$ cat src/rtl/spi_chain_router_pkg.sv
// Shared definitions for spi_chain_router: routing state encodings and the broadcast-address rule.
package spi_chain_router_pkg;

  typedef enum logic [1:0] {
    IDLE    = 2'd0,
    UNICAST = 2'd1,
    BCAST   = 2'd2
  } routeState_t;

  // Broadcast is the all-ones address of the configured width; upper bits are ignored.
  function automatic logic isBroadcastAddr(input logic [31:0] addr, input int width);
    logic result;
    result = 1'b1;
    for (int i = 0; i < 32; i++) begin
      if ((i < width) && !addr[i]) result = 1'b0;
    end
    return result;
  endfunction

endpackage

$ cat src/rtl/spi_chain_router_sync.sv
// spi_sync_bit: multi-flop synchroniser with asynchronous active-low clear.
// Fed a constant 1 it also serves as the reset synchroniser (async assert, sync release).
module spi_sync_bit #(
  parameter int SYNC_STAGES = 2
) (
  input  logic i_clk,
  input  logic i_rst_n,
  input  logic i_d,
  output logic o_q
);

  logic [SYNC_STAGES-1:0] r_stages;

  always_ff @(posedge i_clk or negedge i_rst_n) begin
    if (!i_rst_n) begin
      r_stages <= '0;
    end else begin
      r_stages <= {r_stages[SYNC_STAGES-2:0], i_d};
    end
  end

  assign o_q = r_stages[SYNC_STAGES-1];

endmodule

$ cat src/rtl/spi_chain_router.sv
// Daisy-chain SPI router: forwards the bus downstream and selects up to NUM_LOCAL local targets.
// Optional macro SPI_ROUTER_IRQ_LATCH_EN latches local interrupt edges into clearable pending bits.
module spi_chain_router
  import spi_chain_router_pkg::*;
#(
  parameter int ADDR_W      = 7,
  parameter int NUM_LOCAL   = 1,
  parameter int SYNC_STAGES = 2
) (
  input  logic                 SPI_CLK,
  input  logic                 RSTin,
  input  logic                 ID_in,
  input  logic                 IRQ_in,
  input  logic                 address_strobe,
  input  logic [ADDR_W-1:0]    currentSPIAddr,
  input  logic [ADDR_W-1:0]    baseSPIAddr,
  input  logic                 irq_clear,
  input  logic                 SCLKin,
  input  logic                 SCSNin,
  input  logic                 MOSIin,
  output logic                 MISOout,
  output logic                 sclk_local,
  output logic                 scsn_local,
  output logic                 mosi_local,
  input  logic [NUM_LOCAL-1:0] miso_local,
  input  logic [NUM_LOCAL-1:0] irq_local,
  output logic [NUM_LOCAL-1:0] read_select,
  output logic [NUM_LOCAL-1:0] write_enable,
  output logic                 rst_local,
  output logic                 RSTout,
  output logic                 SCLKout,
  output logic                 SCSNout,
  output logic                 MOSIout,
  input  logic                 MISOin,
  output logic                 IRQout
);

  logic                 w_rstSynced;
  logic                 w_idActive;
  logic                 w_irqSync;
  logic                 w_scsnSync;
  logic                 w_scsnRise;
  logic [ADDR_W-1:0]    w_offset;
  logic                 w_isBcast;
  logic                 w_isHit;
  logic [NUM_LOCAL-1:0] w_hitMask;
  logic [NUM_LOCAL-1:0] w_irqSrc;

  routeState_t          r_state, w_nextState;
  logic [NUM_LOCAL-1:0] r_readSel, w_nextRead;
  logic [NUM_LOCAL-1:0] r_writeEn, w_nextWrite;
  logic                 r_scsnPrev;

  assign RSTout     = RSTin;
  assign SCLKout    = SCLKin;
  assign sclk_local = SCLKin;
  assign SCSNout    = SCSNin;
  assign scsn_local = SCSNin;
  assign MOSIout    = MOSIin;
  assign mosi_local = MOSIin;

  spi_sync_bit #(.SYNC_STAGES(SYNC_STAGES)) u_rstSync (
    .i_clk(SPI_CLK), .i_rst_n(RSTin), .i_d(1'b1), .o_q(w_rstSynced)
  );
  spi_sync_bit #(.SYNC_STAGES(SYNC_STAGES)) u_idSync (
    .i_clk(SPI_CLK), .i_rst_n(RSTin), .i_d(ID_in), .o_q(w_idActive)
  );
  spi_sync_bit #(.SYNC_STAGES(SYNC_STAGES)) u_irqSync (
    .i_clk(SPI_CLK), .i_rst_n(RSTin), .i_d(IRQ_in), .o_q(w_irqSync)
  );
  spi_sync_bit #(.SYNC_STAGES(SYNC_STAGES)) u_scsnSync (
    .i_clk(SPI_CLK), .i_rst_n(RSTin), .i_d(SCSNin), .o_q(w_scsnSync)
  );

  assign rst_local = ~w_rstSynced;

  // Offset wraps modulo 2^ADDR_W, so a base near the top of the space spills into low addresses.
  assign w_offset  = currentSPIAddr - baseSPIAddr;
  assign w_isBcast = isBroadcastAddr(32'(currentSPIAddr), ADDR_W);
  assign w_isHit   = !w_isBcast && (w_offset < ADDR_W'(NUM_LOCAL));
  assign w_hitMask = NUM_LOCAL'(1) << w_offset;
  assign w_scsnRise = w_scsnSync & ~r_scsnPrev;

  always_ff @(posedge SPI_CLK or negedge RSTin) begin
    if (!RSTin) begin
      r_state    <= IDLE;
      r_readSel  <= '0;
      r_writeEn  <= '0;
      r_scsnPrev <= 1'b0;
    end else begin
      r_state    <= w_nextState;
      r_readSel  <= w_nextRead;
      r_writeEn  <= w_nextWrite;
      r_scsnPrev <= w_scsnSync;
    end
  end

  // A strobe takes priority over a chip-select release seen in the same cycle.
  always_comb begin
    w_nextState = r_state;
    w_nextRead  = r_readSel;
    w_nextWrite = r_writeEn;
    if (address_strobe) begin
      if (w_idActive && w_isHit) begin
        w_nextState = UNICAST;
        w_nextRead  = w_hitMask;
        w_nextWrite = w_hitMask;
      end else if (w_idActive && w_isBcast) begin
        w_nextState = BCAST;
        w_nextRead  = '0;
        w_nextWrite = {NUM_LOCAL{1'b1}};
      end else begin
        w_nextState = IDLE;
        w_nextRead  = '0;
        w_nextWrite = '0;
      end
    end else if (w_scsnRise) begin
      w_nextState = IDLE;
      w_nextRead  = '0;
      w_nextWrite = '0;
    end
  end

  assign read_select  = r_readSel;
  assign write_enable = r_writeEn;

  always_comb begin
    MISOout = MISOin;
    if (|r_readSel) MISOout = |(miso_local & r_readSel);
  end

`ifdef SPI_ROUTER_IRQ_LATCH_EN
  logic [NUM_LOCAL-1:0] r_irqPrev;
  logic [NUM_LOCAL-1:0] r_pending;

  // A fresh rising edge overrides a clear landing in the same cycle.
  always_ff @(posedge SPI_CLK or negedge RSTin) begin
    if (!RSTin) begin
      r_irqPrev <= '0;
      r_pending <= '0;
    end else begin
      r_irqPrev <= irq_local;
      r_pending <= (r_pending & ~(r_writeEn & {NUM_LOCAL{irq_clear}}))
                 | (irq_local & ~r_irqPrev);
    end
  end

  assign w_irqSrc = r_pending;
`else
  logic w_unusedIrqClear;
  assign w_unusedIrqClear = irq_clear;
  assign w_irqSrc = irq_local;
`endif

  assign IRQout = w_irqSync | (|w_irqSrc);

endmodule

$ cat config.mk
export PLATFORM = sky130hd
export DESIGN_NAME = spi_chain_router
export DESIGN_NICKNAME = d
export VERILOG_FILES = /design/src/rtl/spi_chain_router_pkg.sv /design/src/rtl/spi_chain_router_sync.sv /design/src/rtl/spi_chain_router.sv
export SDC_FILE = /design/constraint.sdc
export NUM_CORES = 1
export LEC_CHECK = 0
export BUFFER_PORTS_ARGS = -buffer_cell sky130_fd_sc_hd__buf_4
export CAP_MARGIN = 10
export CORE_AREA = 3 3 50 52
export DETAILED_ROUTE_END_ITERATION = 16
export DIE_AREA = 0 0 53 55
export GPL_ROUTABILITY_DRIVEN = 0
export PLACE_DENSITY = 0.66
export SYNTH_ARGS = -nofsm -noshare
export SYNTH_HDL_FRONTEND = slang
export SYNTH_SLANG_ARGS = --single-unit
$ cat constraint.sdc
create_clock -name SPI_CLK -period 4.4 [get_ports SPI_CLK]
set_input_delay 0.66 -clock SPI_CLK [delete_from_list [all_inputs] [get_ports SPI_CLK]]
set_output_delay 0.66 -clock SPI_CLK [all_outputs]
set_load 0.05 [all_outputs]
## Yosys cells after proc, flatten, opt, wreduce, memory -nomap -nowiden

Index checks and enable logic that the tools add are counted.

| word-level totals | value |
|---|---|
| output and inout bits | 12 |
| register bits | 11 |
| word-level logic and storage cells | 34 |
| input bits | 26 |

| cells by class | value |
|---|---|
| magnitude comparators | 1 |
| bitwise logic cells | 5 |
| add/sub/neg operators | 1 |
| reductions and logical operators | 5 |
| shift-type cells | 1 |
| muxes and demuxes | 14 |

Operators by type and width:

| cell | number |
|---|---|
| 1-bit two-way mux | 14 |
| 7-bit by 1-bit less-than comparator with 1-bit output (second input constant) | 1 |
| 1-bit by 7-bit << shifter with 1-bit output (first input constant) | 1 |
| 7-bit subtractor | 1 |
| 1-bit logical AND | 3 |
| 1-bit bitwise AND | 2 |
| 1-bit inverter | 2 |
| 2-bit nonzero test | 1 |
| 1-bit zero test | 1 |
| 1-bit bitwise OR | 1 |

## Longest topological paths before layout

Gate-level depths: netlist of the first run.

| depth | value |
|---|---|
| depth in word-level cells | 12 |
| depth in mapped cells | 8 |
| gate-level depth less buffers | 8 |

## By module

From an unflattened synthesis of the first run, not the netlist that was laid out.

| second synthesis, totals | value |
|---|---|
| cells, all modules | 72 |
| area, all modules | 711.9 um^2 |

By module, submodules not included:

| module | seq. area each (um^2) | area each (um^2) | instances | cells each |
|---|---|---|---|---|
| spi_chain_router | 75.1 | 511.7 | 1 | 64 |
| spi_sync_bit | 50.0 | 50.0 | 4 | 2 |

## Worst setup path before layout of the first run

OpenSTA, ideal clock, no wires.

| timing path | value |
|---|---|
| kind | input to register |
| start point | input port currentSPIAddr[0] |
| end point | register r_writeEn, in the netlist write_enable |
| data required time | 4310 ps |
| arrival | 2321 ps |
| setup time | 90 ps |
| slack | 1989 ps |
| stages | 8 |
| path buffers | 0 |
| path through | inv_1 -> ha_1 -> fa_1 -> nand2_1 -> a2111oi_0 -> nand3_1 -> a2111o_1 -> o221ai_1 |

| on the way | value |
|---|---|
| word-level cells in the longest chain between the ends | 12 |
| elaborated cells between the ends (all ways) | 17 |
| those cells by class | 1 x add/sub; 1 x order compare; 1 x shift; 10 x mux; 4 x reduce/logical |

RTL lines:

| item | RTL line | RTL |
|---|---|---|
| start, declared | spi_chain_router.sv:15 | `input logic [ADDR_W-1:0] currentSPIAddr,` |
| branches (longest 10 deep; another with 7-bit subtractor) | -- |  |
| 1-bit two-way mux * | spi_chain_router.sv:104 | `if (w_idActive && w_isHit) begin` |
| 1-bit two-way mux * | spi_chain_router.sv:103 | `if (address_strobe) begin` |
| end signal, assigned | spi_chain_router.sv:93 | `r_writeEn <= w_nextWrite;` |
| end, declared | spi_chain_router.sv:51 | `logic [NUM_LOCAL-1:0] r_writeEn, w_nextWrite;` |

Every way passes the cells marked *.
A chain may end at the register's enable or synchronous reset.

## Worst setup path in the final report of the first run

Same ends and word-level chain as after synthesis.

==> flow_summary.ini, run 1 <==
[routing]
via_count = 538
vias_per_cell = 4.270
drtIter0Drc = 1
remaining_drc_errors = 0
routed_wl_um = 1292
drtAntennaViolNets = 0
drt-wirelength-per-cell_um = 10.25
drt_pre_antenna_iters = 2

[power_and_ir_drop]
p_clk_share_pct = 26.8
peakVddDrop_mv = 0.1970
switchingPower_mw = 0.07128
seqPwrFrac_pct = 43.7
power_density_mw_per_mm2 = 262.4
swShare_pct = 29.26
cellLeakagePower_nw = 0.4942
combPwrFrac_pct = 29.5
internal_power_mw = 0.1723
total_power_mw = 0.2436

[clock_network]
h-tree-depth = 1
postCtsHoldBufs = 0
root_buffer = clkbuf_4
clk_latency_ns = 0.26
clockBufferDepth = 2
clk_pin_slew_ns = 0.07
cts_post_setup_buffers_inserted = 0
cts_tree = yes
cts_buffers = 3
clock_sinks = 11
cts_resized = 0

[floorplanning]
die-area_mm2 = 0.002915
core_mm2 = 0.002148
initial_utilization_pct = 32.27
io_pins = 38
die_h_um = 55
chipWidth_um = 53
fp-row-count = 17

[grt]
grt.overflow.total = 0
antenna_found_initial = 0
grt_use_met3_pct = 1.340
first_global_vias = 546
top_usage_layer = met2
grt_pass1_wl_um = 2063
grt_max_degree = 13
grtUsageMet1_pct = 10.43
met2_usage_pct = 17.15
grt_util_all_layers_pct = 9.690

[setup_path]
crit_type = primary input to register
crit_path_top_delay_cell = fa_1
arrival_ns = 2.62
slowest_delay_ns = 0.48
cp-end-kind = register
r2r_slack_ns = 2.79
cp-start-kind = primary input
worstPathRequired_ns = 4.57
path_max_fanout = 2
worstPathCellList = buf_4 > inv_1 > ha_1 > fa_1 > nand2_1 > a2111oi_0 > nand3_1 > a2111o_1 > o221ai_1

[synthesis]
ys_ff_latch = 11
synth_warnings = 0
syn_area_um2 = 693.2
synth_fp_nets = 104
yosysUniqueCellTypes = 29
synth_seq_area_share_pct = 39.71
syn_inst = 71
synth_area_per_cell_um2 = 9.763

[sta]
fin_skew_ns = 0.006768
rsz0062_at_grt = false
fin_crit_ns = 2.450
slew_violations = 0
fmaxAchievable_mhz = 408.2
finalSetupViolCount = 0
setup_slack_ns = 1.950
finalHoldViolCount = 0
finalSetupTns_ns = 0
period_share_pct = 55.68

[flow_run]
maxCapViolCount = 0

[layout]
syn2layout_area_growth_pct = 33.93
final_nets = 132
drive_gt1_share_pct = 37.76
fillers = 225
insertedDiodeCount = 0
final_cell_count_no_fill = 126

[placed_design]
dp_hpwl_um = 1104
portBuffers = 30
dp_slack_ns = 1.700
dp_cells = 122

[worst_hold_path]
hold_class = primary input to asynchronous set/reset pin

[status]
status = finished clean
[synthesized netlist by cell type (all sizes together)]
library cell  instances  area share, %
a2111oi               1            1.3
nand3                 1           0.72
buf                   7            7.6
or2                   1           0.90
nor2b                 1           0.90
and4                  1            1.3
xor2                  1            1.3
nand2                 7            3.8
mux2                  1            1.6
o31ai                 1            1.1
inv                  10            5.4
a21oi                 3            2.2
a22oi                 1            3.1
o2bb2ai               1            1.3
o21ai                 3            2.2
dfrtp                11             40
xnor2                 1            1.3
o22a                  1            1.3
o21bai                1            1.1
a2111o                1            1.6
conb                  1           0.54
a21boi                1            1.1
nand4                 1           0.90
nor2                  4            2.2
fa                    1            2.9
o221ai                1            1.3
ha                    6             11
nand2b                1           0.90
[cell type report]
cell class	instances	area, um2	share of cell area [%]
clock buffers	3	22.52	2.426
multi-input cells	43	327.8	35.31
well taps	28	35.03	3.774
repair buffers	30	225.2	24.26
flip-flops and latches	11	275.3	29.65
inverters	10	37.54	4.043
clock inverters	1	5.005	0.5391
[final timing paths]
kind / endpoint / cells past startpoint / start
worst max-delay path: write_enable / 9 / currentSPIAddr[0]
worst min-delay path: u_idSync.r_stages[1] / 1 / RSTin
worst max register to register: write_enable / 5 / u_idSync.r_stages[1]
worst min register to register: u_idSync.r_stages[1] / 0 / u_idSync.r_stages[0]
max in group asynchronous: read_select / 1 / RSTin
min in group SPI_CLK: u_idSync.r_stages[1] / 0 / u_idSync.r_stages[0]
[metrics by stage]
step / hold WS [ns] / utilization (%) / instance area (um2)
2_1_floorplan: 0.3312 / - / 693.2
3_3_place_gp: 0.3329 / 41.93 / 900.9
3_5_place_dp: 0.3347 / 41.93 / 900.9
4_1_cts: 0.2094 / 43.21 / 928.4
5_1_grt: 0.2078 / 43.21 / 928.4
6_report: 0.2145 / 43.21 / 928.4
[logic make-up after synthesis]
| group | synth area share (%) |
|---|---|
| AO/OA/AOI/OAI | 17.33 |
| flip-flops | 39.71 |
| adder cells (fa/ha/maj) | 13.72 |
| AND/OR/NAND/NOR | 11.55 |
| multiplexers | 1.624 |
| buffers and inverters | 13.00 |
| XOR/XNOR | 2.528 |
| other | 0.5410 |
[power by group through the flow]
stage | Sequential [mW] | Clock (mW) | Combinational, mW
2_1_floorplan | 0.109 | 0 | 0.0550
3_3_place_gp | 0.108 | 0 | 0.0711
3_5_place_dp | 0.109 | 0 | 0.0727
4_1_cts | 0.107 | 0.0693 | 0.0728
5_1_grt | 0.107 | 0.0735 | 0.0799
6_report | 0.106 | 0.0652 | 0.0719
[cells in the final DEF (no fill, tap or decap), drive strengths merged, types with 3 or more instances in the layout]
cell,instances
inv,10
clkbuf,3
o21ai,3
buf,30
dfrtp,11
nand2,7
nor2,4
a21oi,3
ha,6
[worst max-delay path: cells and delay by family]
kind,cells,cell delay (ns)
AOI/OAI and AO/OA,3,0.98
adders and majority gates,2,0.69
and+or+nand+nor,2,0.17
buffers and inverters,2,0.12
[metal layers]
layer	vias to the layer above	wire length, um
met1	228	540
met4	0	0
met5	-	0
met2	22	609
met3	0	142
li1	288	-
[sequential cells by signal, summed over array words and instances, names as in the netlist]
name / count
u_irqSync.r_stages: 2
read_select: 1
r_scsnPrev: 1
u_rstSync.r_stages: 2
u_scsnSync.r_stages: 2
write_enable: 1
u_idSync.r_stages: 2
(Power assumes the default switching activity.)
==> run 2, diff against run 1 <==
--- a/config.mk
+++ b/config.mk
@@ -5,13 +5,14 @@
 export SDC_FILE = /design/constraint.sdc
 export NUM_CORES = 1
 export LEC_CHECK = 0
+export ABC_AREA = 1
 export BUFFER_PORTS_ARGS = -buffer_cell sky130_fd_sc_hd__buf_4
 export CAP_MARGIN = 10
-export CORE_AREA = 3 3 50 52
+export CORE_AREA = 3 3 51 53
 export DETAILED_ROUTE_END_ITERATION = 16
-export DIE_AREA = 0 0 53 55
+export DIE_AREA = 0 0 54 56
 export GPL_ROUTABILITY_DRIVEN = 0
-export PLACE_DENSITY = 0.66
+export PLACE_DENSITY = 0.69
 export SYNTH_ARGS = -nofsm -noshare
 export SYNTH_HDL_FRONTEND = slang
 export SYNTH_SLANG_ARGS = --single-unit
==> constraint.sdc (replaced) <==
create_clock -name SPI_CLK -period 2.2 [get_ports SPI_CLK]
set_input_delay 0.33 -clock SPI_CLK [delete_from_list [all_inputs] [get_ports SPI_CLK]]
set_output_delay 0.33 -clock SPI_CLK [all_outputs]
set_load 0.05 [all_outputs]
==> run 2 against run 1 <==
Synthesized area grew 7.9%; critical path type is now primary input to output pin; sequential share of layout area shrank 1.9 points; register-to-register slack lost 1.6 ns; die area grew 3.7%; critical endpoint is now RSTout; clock-buffer cell count grew 1; power grew 100%; non-clock buffer count grew 1; global-route usage grew 0.50 points; core utilization grew 2.1 points.
==> flow_summary.ini, run 2 <==
[routing]
vias_per_cell = 4.212
drtIter0Drc = 3
routed_wl_um = 1499
drt-wirelength-per-cell_um = 9.609
drt_pre_antenna_iters = 2
drtAntennaViolNets = 0
remaining_drc_errors = 0
via_count = 657

[floorplanning]
core_mm2 = 0.002191
die-area_mm2 = 0.003024
initial_utilization_pct = 34.15
chipWidth_um = 54
fp-row-count = 17
io_pins = 38
die_h_um = 56

[clock_network]
cts_resized = 0
cts_buffers = 3
cts_tree = yes
postCtsHoldBufs = 1
clock_sinks = 11
clk_latency_ns = 0.26
clk_pin_slew_ns = 0.07
clockBufferDepth = 2
root_buffer = clkbuf_4
h-tree-depth = 1
cts_post_setup_buffers_inserted = 0

[setup_path]
worst_r2r_path_depth = 8
cp-end-kind = output pin
worstPathRequired_ns = 1.87
path_max_fanout = 12
cp-start-kind = primary input
arrival_ns = 1.28
timing.rr.start = u_idSync.r_stages[1]
crit_start = RSTin
crit_type = primary input to output pin
r2r-end = write_enable
r2r_slack_ns = 1.17

[placed_design]
dp_hpwl_um = 1260
portBuffers = 30

[synthesis]
ys_ff_latch = 11
syn_area_um2 = 748.2
syn_inst = 100
async_reset_ff_share_pct = 100.0
synth_fp_nets = 133
synth_largest_area_cell = dfrtp_1
yosysUniqueCellTypes = 17
synth_seq_area_share_pct = 36.79
synthTopCellsByCount = nand2_1, inv_1, dfrtp_1
synth_warnings = 0
ys_top_cells_by_area = dfrtp_1, nand2_1, inv_1, ha_1, buf_4
ys.flop_type = dfrtp_1
synth_edf_count = 0
synth_top_area_share_pct = 36.79
yosysMostFrequentCell = nand2_1
synth_area_per_cell_um2 = 7.482

[power_and_ir_drop]
peakVddDrop_mv = 0.3703
cellLeakagePower_nw = 0.5966
power_density_mw_per_mm2 = 501.8
total_power_mw = 0.4979

[sta]
slew_violations = 0
finalSetupViolCount = 0
finalHoldViolCount = 0
fmaxAchievable_mhz = 622.4
fin_crit_ns = 1.607
hold_slack_ns = 0.1704
period_share_pct = 73.03
fin_skew_ns = 0.001842
rsz0062_at_grt = false
finalSetupTns_ns = 0

[grt]
grt_pass1_wl_um = 2428
grt_util_all_layers_pct = 10.19
grt.overflow.total = 0
first_global_vias = 676
antenna_found_initial = 0
grt_max_degree = 13

[layout]
insertedDiodeCount = 0
final_cell_mix = buf_4, nand2_1, inv_1
final_common_cell = buf_4
drive_gt1_share_pct = 27.34
syn2layout_area_growth_pct = 32.61
final_nets = 162

[worst_hold_path]
min_to = u_idSync.r_stages[0]
hold_depth = 1
worstHoldStart = ID_in
hold_class = primary input to register

[status]
status = finished clean

[flow_run]
maxCapViolCount = 0
[run 2: cell type report]
cell class / instances / area (um2)
Clock buffer: 4 / 26.28
Fill cell: 228 / 1199
Inverter: 23 / 86.33
Multi-Input combinational cell: 59 / 334.1
Sequential cell: 11 / 275.3
Tap cell: 28 / 35.03
Timing Repair Buffer: 31 / 235.2
[run 2: layer usage]
metal,track usage (%),vias to the layer above,part of all wire [%],wire length (um)
li1,-,350,-,-
met1,10.93,284,40,605
met2,19.38,23,50,748
met3,1.340,0,9.7,146
met4,3.203,0,0,0
met5,0,-,0,0
[run 2: kinds of logic after synthesis]
family / after synthesis / synth area share, %
and+or+nand+nor: 43 / 23.91
buffers and inverters: 30 / 18.56
DFF: 11 / 36.79
adders and majority gates: 7 / 12.71
AOI/OAI and AO/OA: 5 / 3.679
xor gates and xnor gates: 2 / 2.342
other: 1 / 0.5012
muxes: 1 / 1.505
[run 2: worst max path at each step]
stage / depth (start not counted) / slack (ns) / endpoint
after floorplan: 11 / 0.58 / read_select
after global placement: 12 / 0.38 / write_enable
after detailed placement: 12 / 0.36 / write_enable
after CTS: 3 / 0.59 / RSTout
after global routing: 12 / 0.45 / write_enable
final: 3 / 0.59 / RSTout
[run 2: report_power, final]
group	leakage [nW]	switching, mW	internal, mW	total [mW]
Sequential	0.133	0.00265	0.211	0.213
Clock	0.0150	0.0655	0.0701	0.136
Combinational	0.449	0.0826	0.0664	0.149
Total	0.597	0.151	0.347	0.498
[run 2: critical path: stages]
cell and delay [ns]:
dlygate4sd3_1 0.53, buf_4 0.19, buf_4 0.22
[run 2: stage by stage]
stage               cell area (um2)  setup WS [ns]  util (%)  std cells
floorplan                     748.2         0.5832         -        100
CTS                           992.2         0.5860     45.29        156
finish                        992.2         0.5933     45.29        156
detailed placement            955.9         0.3639     43.63        151
global route                  992.2         0.4534     45.29        156
global placement              955.9         0.3768     43.63        151
==> run 3, diff against run 2 <==
--- a/config.mk
+++ b/config.mk
@@ -12,7 +12,7 @@
 export DETAILED_ROUTE_END_ITERATION = 16
 export DIE_AREA = 0 0 54 56
 export GPL_ROUTABILITY_DRIVEN = 0
-export PLACE_DENSITY = 0.69
+export PLACE_DENSITY = 0.66
 export SYNTH_ARGS = -nofsm -noshare
 export SYNTH_HDL_FRONTEND = slang
 export SYNTH_SLANG_ARGS = --single-unit
==> constraint.sdc (replaced) <==
create_clock -name SPI_CLK -period 1.6 [get_ports SPI_CLK]
set_input_delay 0.24 -clock SPI_CLK [delete_from_list [all_inputs] [get_ports SPI_CLK]]
set_output_delay 0.24 -clock SPI_CLK [all_outputs]
set_load 0.05 [all_outputs]
==> run 3 against run 2 <==
Via count up 3.7%; highest routed layer unchanged; setup slack worse by 0.46 ns; largest cell class unchanged; clock power up 31%; critical path type is now primary input to register.
==> flow_summary.ini, run 3 (synthesized netlist as in run 2, its figures left out) <==
[status]
status = finished clean

[setup_path]
worstPathRequired_ns = 1.80
crit_type = primary input to register
timing.rr.start = u_idSync.r_stages[1]
cp-start-kind = primary input
arrival_ns = 1.67
path_max_fanout = 2
cp-end-kind = register
crit_start = currentSPIAddr[0]

[sta]
hold_slack_ns = 0.08861
period_share_pct = 91.75
fin_skew_ns = 0.002398
slew_violations = 0
fin_crit_ns = 1.468
finalSetupViolCount = 0
fmaxAchievable_mhz = 681.2
finalHoldViolCount = 0
rsz0062_at_grt = false

[layout]
syn2layout_area_growth_pct = 33.61
final_nets = 163
insertedDiodeCount = 0
final_cell_mix = buf_4, nand2_1, inv_1
final_common_cell = buf_4
drive_gt1_share_pct = 27.91

[floorplanning]
die_h_um = 56
fp-row-count = 17
io_pins = 38
core_mm2 = 0.002191
chipWidth_um = 54
initial_utilization_pct = 34.15
die-area_mm2 = 0.003024

[routing]
dr_wl_met3_um = 133
drtAntennaViolNets = 0
via_count = 681
drt-wirelength-per-cell_um = 9.955
drt-met1-wl_um = 617
drtIter0Drc = 3
highest_layer = met3
dr_wl_met2_um = 813
vias_per_cell = 4.338
routed_wl_um = 1563
remaining_drc_errors = 0
drt_pre_antenna_iters = 4

[power_and_ir_drop]
peakVddDrop_mv = 0.4296
power_density_mw_per_mm2 = 682.1
total_power_mw = 0.6819
cellLeakagePower_nw = 0.6014

[grt]
grt_util_all_layers_pct = 11.13
grt.overflow.total = 0
grt_pass1_wl_um = 2580
first_global_vias = 698
antenna_found_initial = 0
grt_max_degree = 13

[placed_design]
portBuffers = 30
dp_hpwl_um = 1336

[flow_run]
maxCapViolCount = 0

[clock_network]
root_buffer = clkbuf_4
cts_tree = yes
clk_latency_ns = 0.26
clock_sinks = 11
cts_resized = 0
clockBufferDepth = 2
cts_buffers = 3
h-tree-depth = 1
clk_pin_slew_ns = 0.06

[worst_hold_path]
worstHoldStart = IRQ_in
hold_class = primary input to register
-- run 3: cell count changes in the layout (fill, tap and decap cells not counted), sizes merged --
cell	before	now
buf	30	31
-- run 3: cell type report --
| type | instances | area (um2) |
|---|---|---|
| clock buffer | 4 | 26.28 |
| fill | 223 | 1191 |
| inverter | 23 | 86.33 |
| multi-input combinational | 59 | 334.1 |
| sequential | 11 | 275.3 |
| tap | 28 | 35.03 |
| timing repair buffer | 32 | 242.7 |
-- run 3: timing repair --
item                                    CTS  global route
buffers inserted                          0             0
hold buffers                              1             0
endpoints found under the setup margin    0             0
endpoints found under the hold margin    11             0
-- run 3: power by group --
group,total [mW],switching [mW],internal (mW)
registers,0.294,0.00371,0.290
logic,0.210,0.117,0.0930
clock network,0.178,0.0821,0.0962
total,0.682,0.203,0.479
-- run 3: worst paths after layout --
path                                         end  slack (ns)  depth (start not counted)
max                                 write_enable        0.13                         12
max in group asynchronous   u_idSync.r_stages[0]        1.11                          2
min                        u_irqSync.r_stages[0]        0.09                          1
min in group asynchronous  u_rstSync.r_stages[0]        0.34                          2
min reg2reg                 u_idSync.r_stages[1]        0.35                          0
max reg2reg                         write_enable        0.58                          8
-- run 3: per-layer routing --
layer,vias up,track usage (%)
li1,351,-
met1,306,11.88
met2,24,20.59
met3,0,1.877
met4,0,4.270
met5,-,0
-- run 3: metrics by stage --
step	setup WS (ns)	utilization [%]	std cells	cell area, um2	TNS (ns)
detailed placement	-0.1637	43.97	152	963.4	-0.3141
floorplan	0.07320	-	100	748.2	0
finish	0.1320	45.63	157	999.7	0
global placement	-0.1209	43.97	152	963.4	-0.2419
CTS	0.1304	45.63	157	999.7	0
global route	0.01118	45.63	157	999.7	0
-- run 3: critical path, cell delays in order --
cell and delay, ns:
buf_4 0.09, inv_1 0.04, ha_1 0.21, fa_1 0.49
nand2_1 0.06, nor2_1 0.08, nand2_1 0.05, nor2_1 0.10
nand3_1 0.08, nor2_1 0.08, nand3_1 0.09, nand2_1 0.07
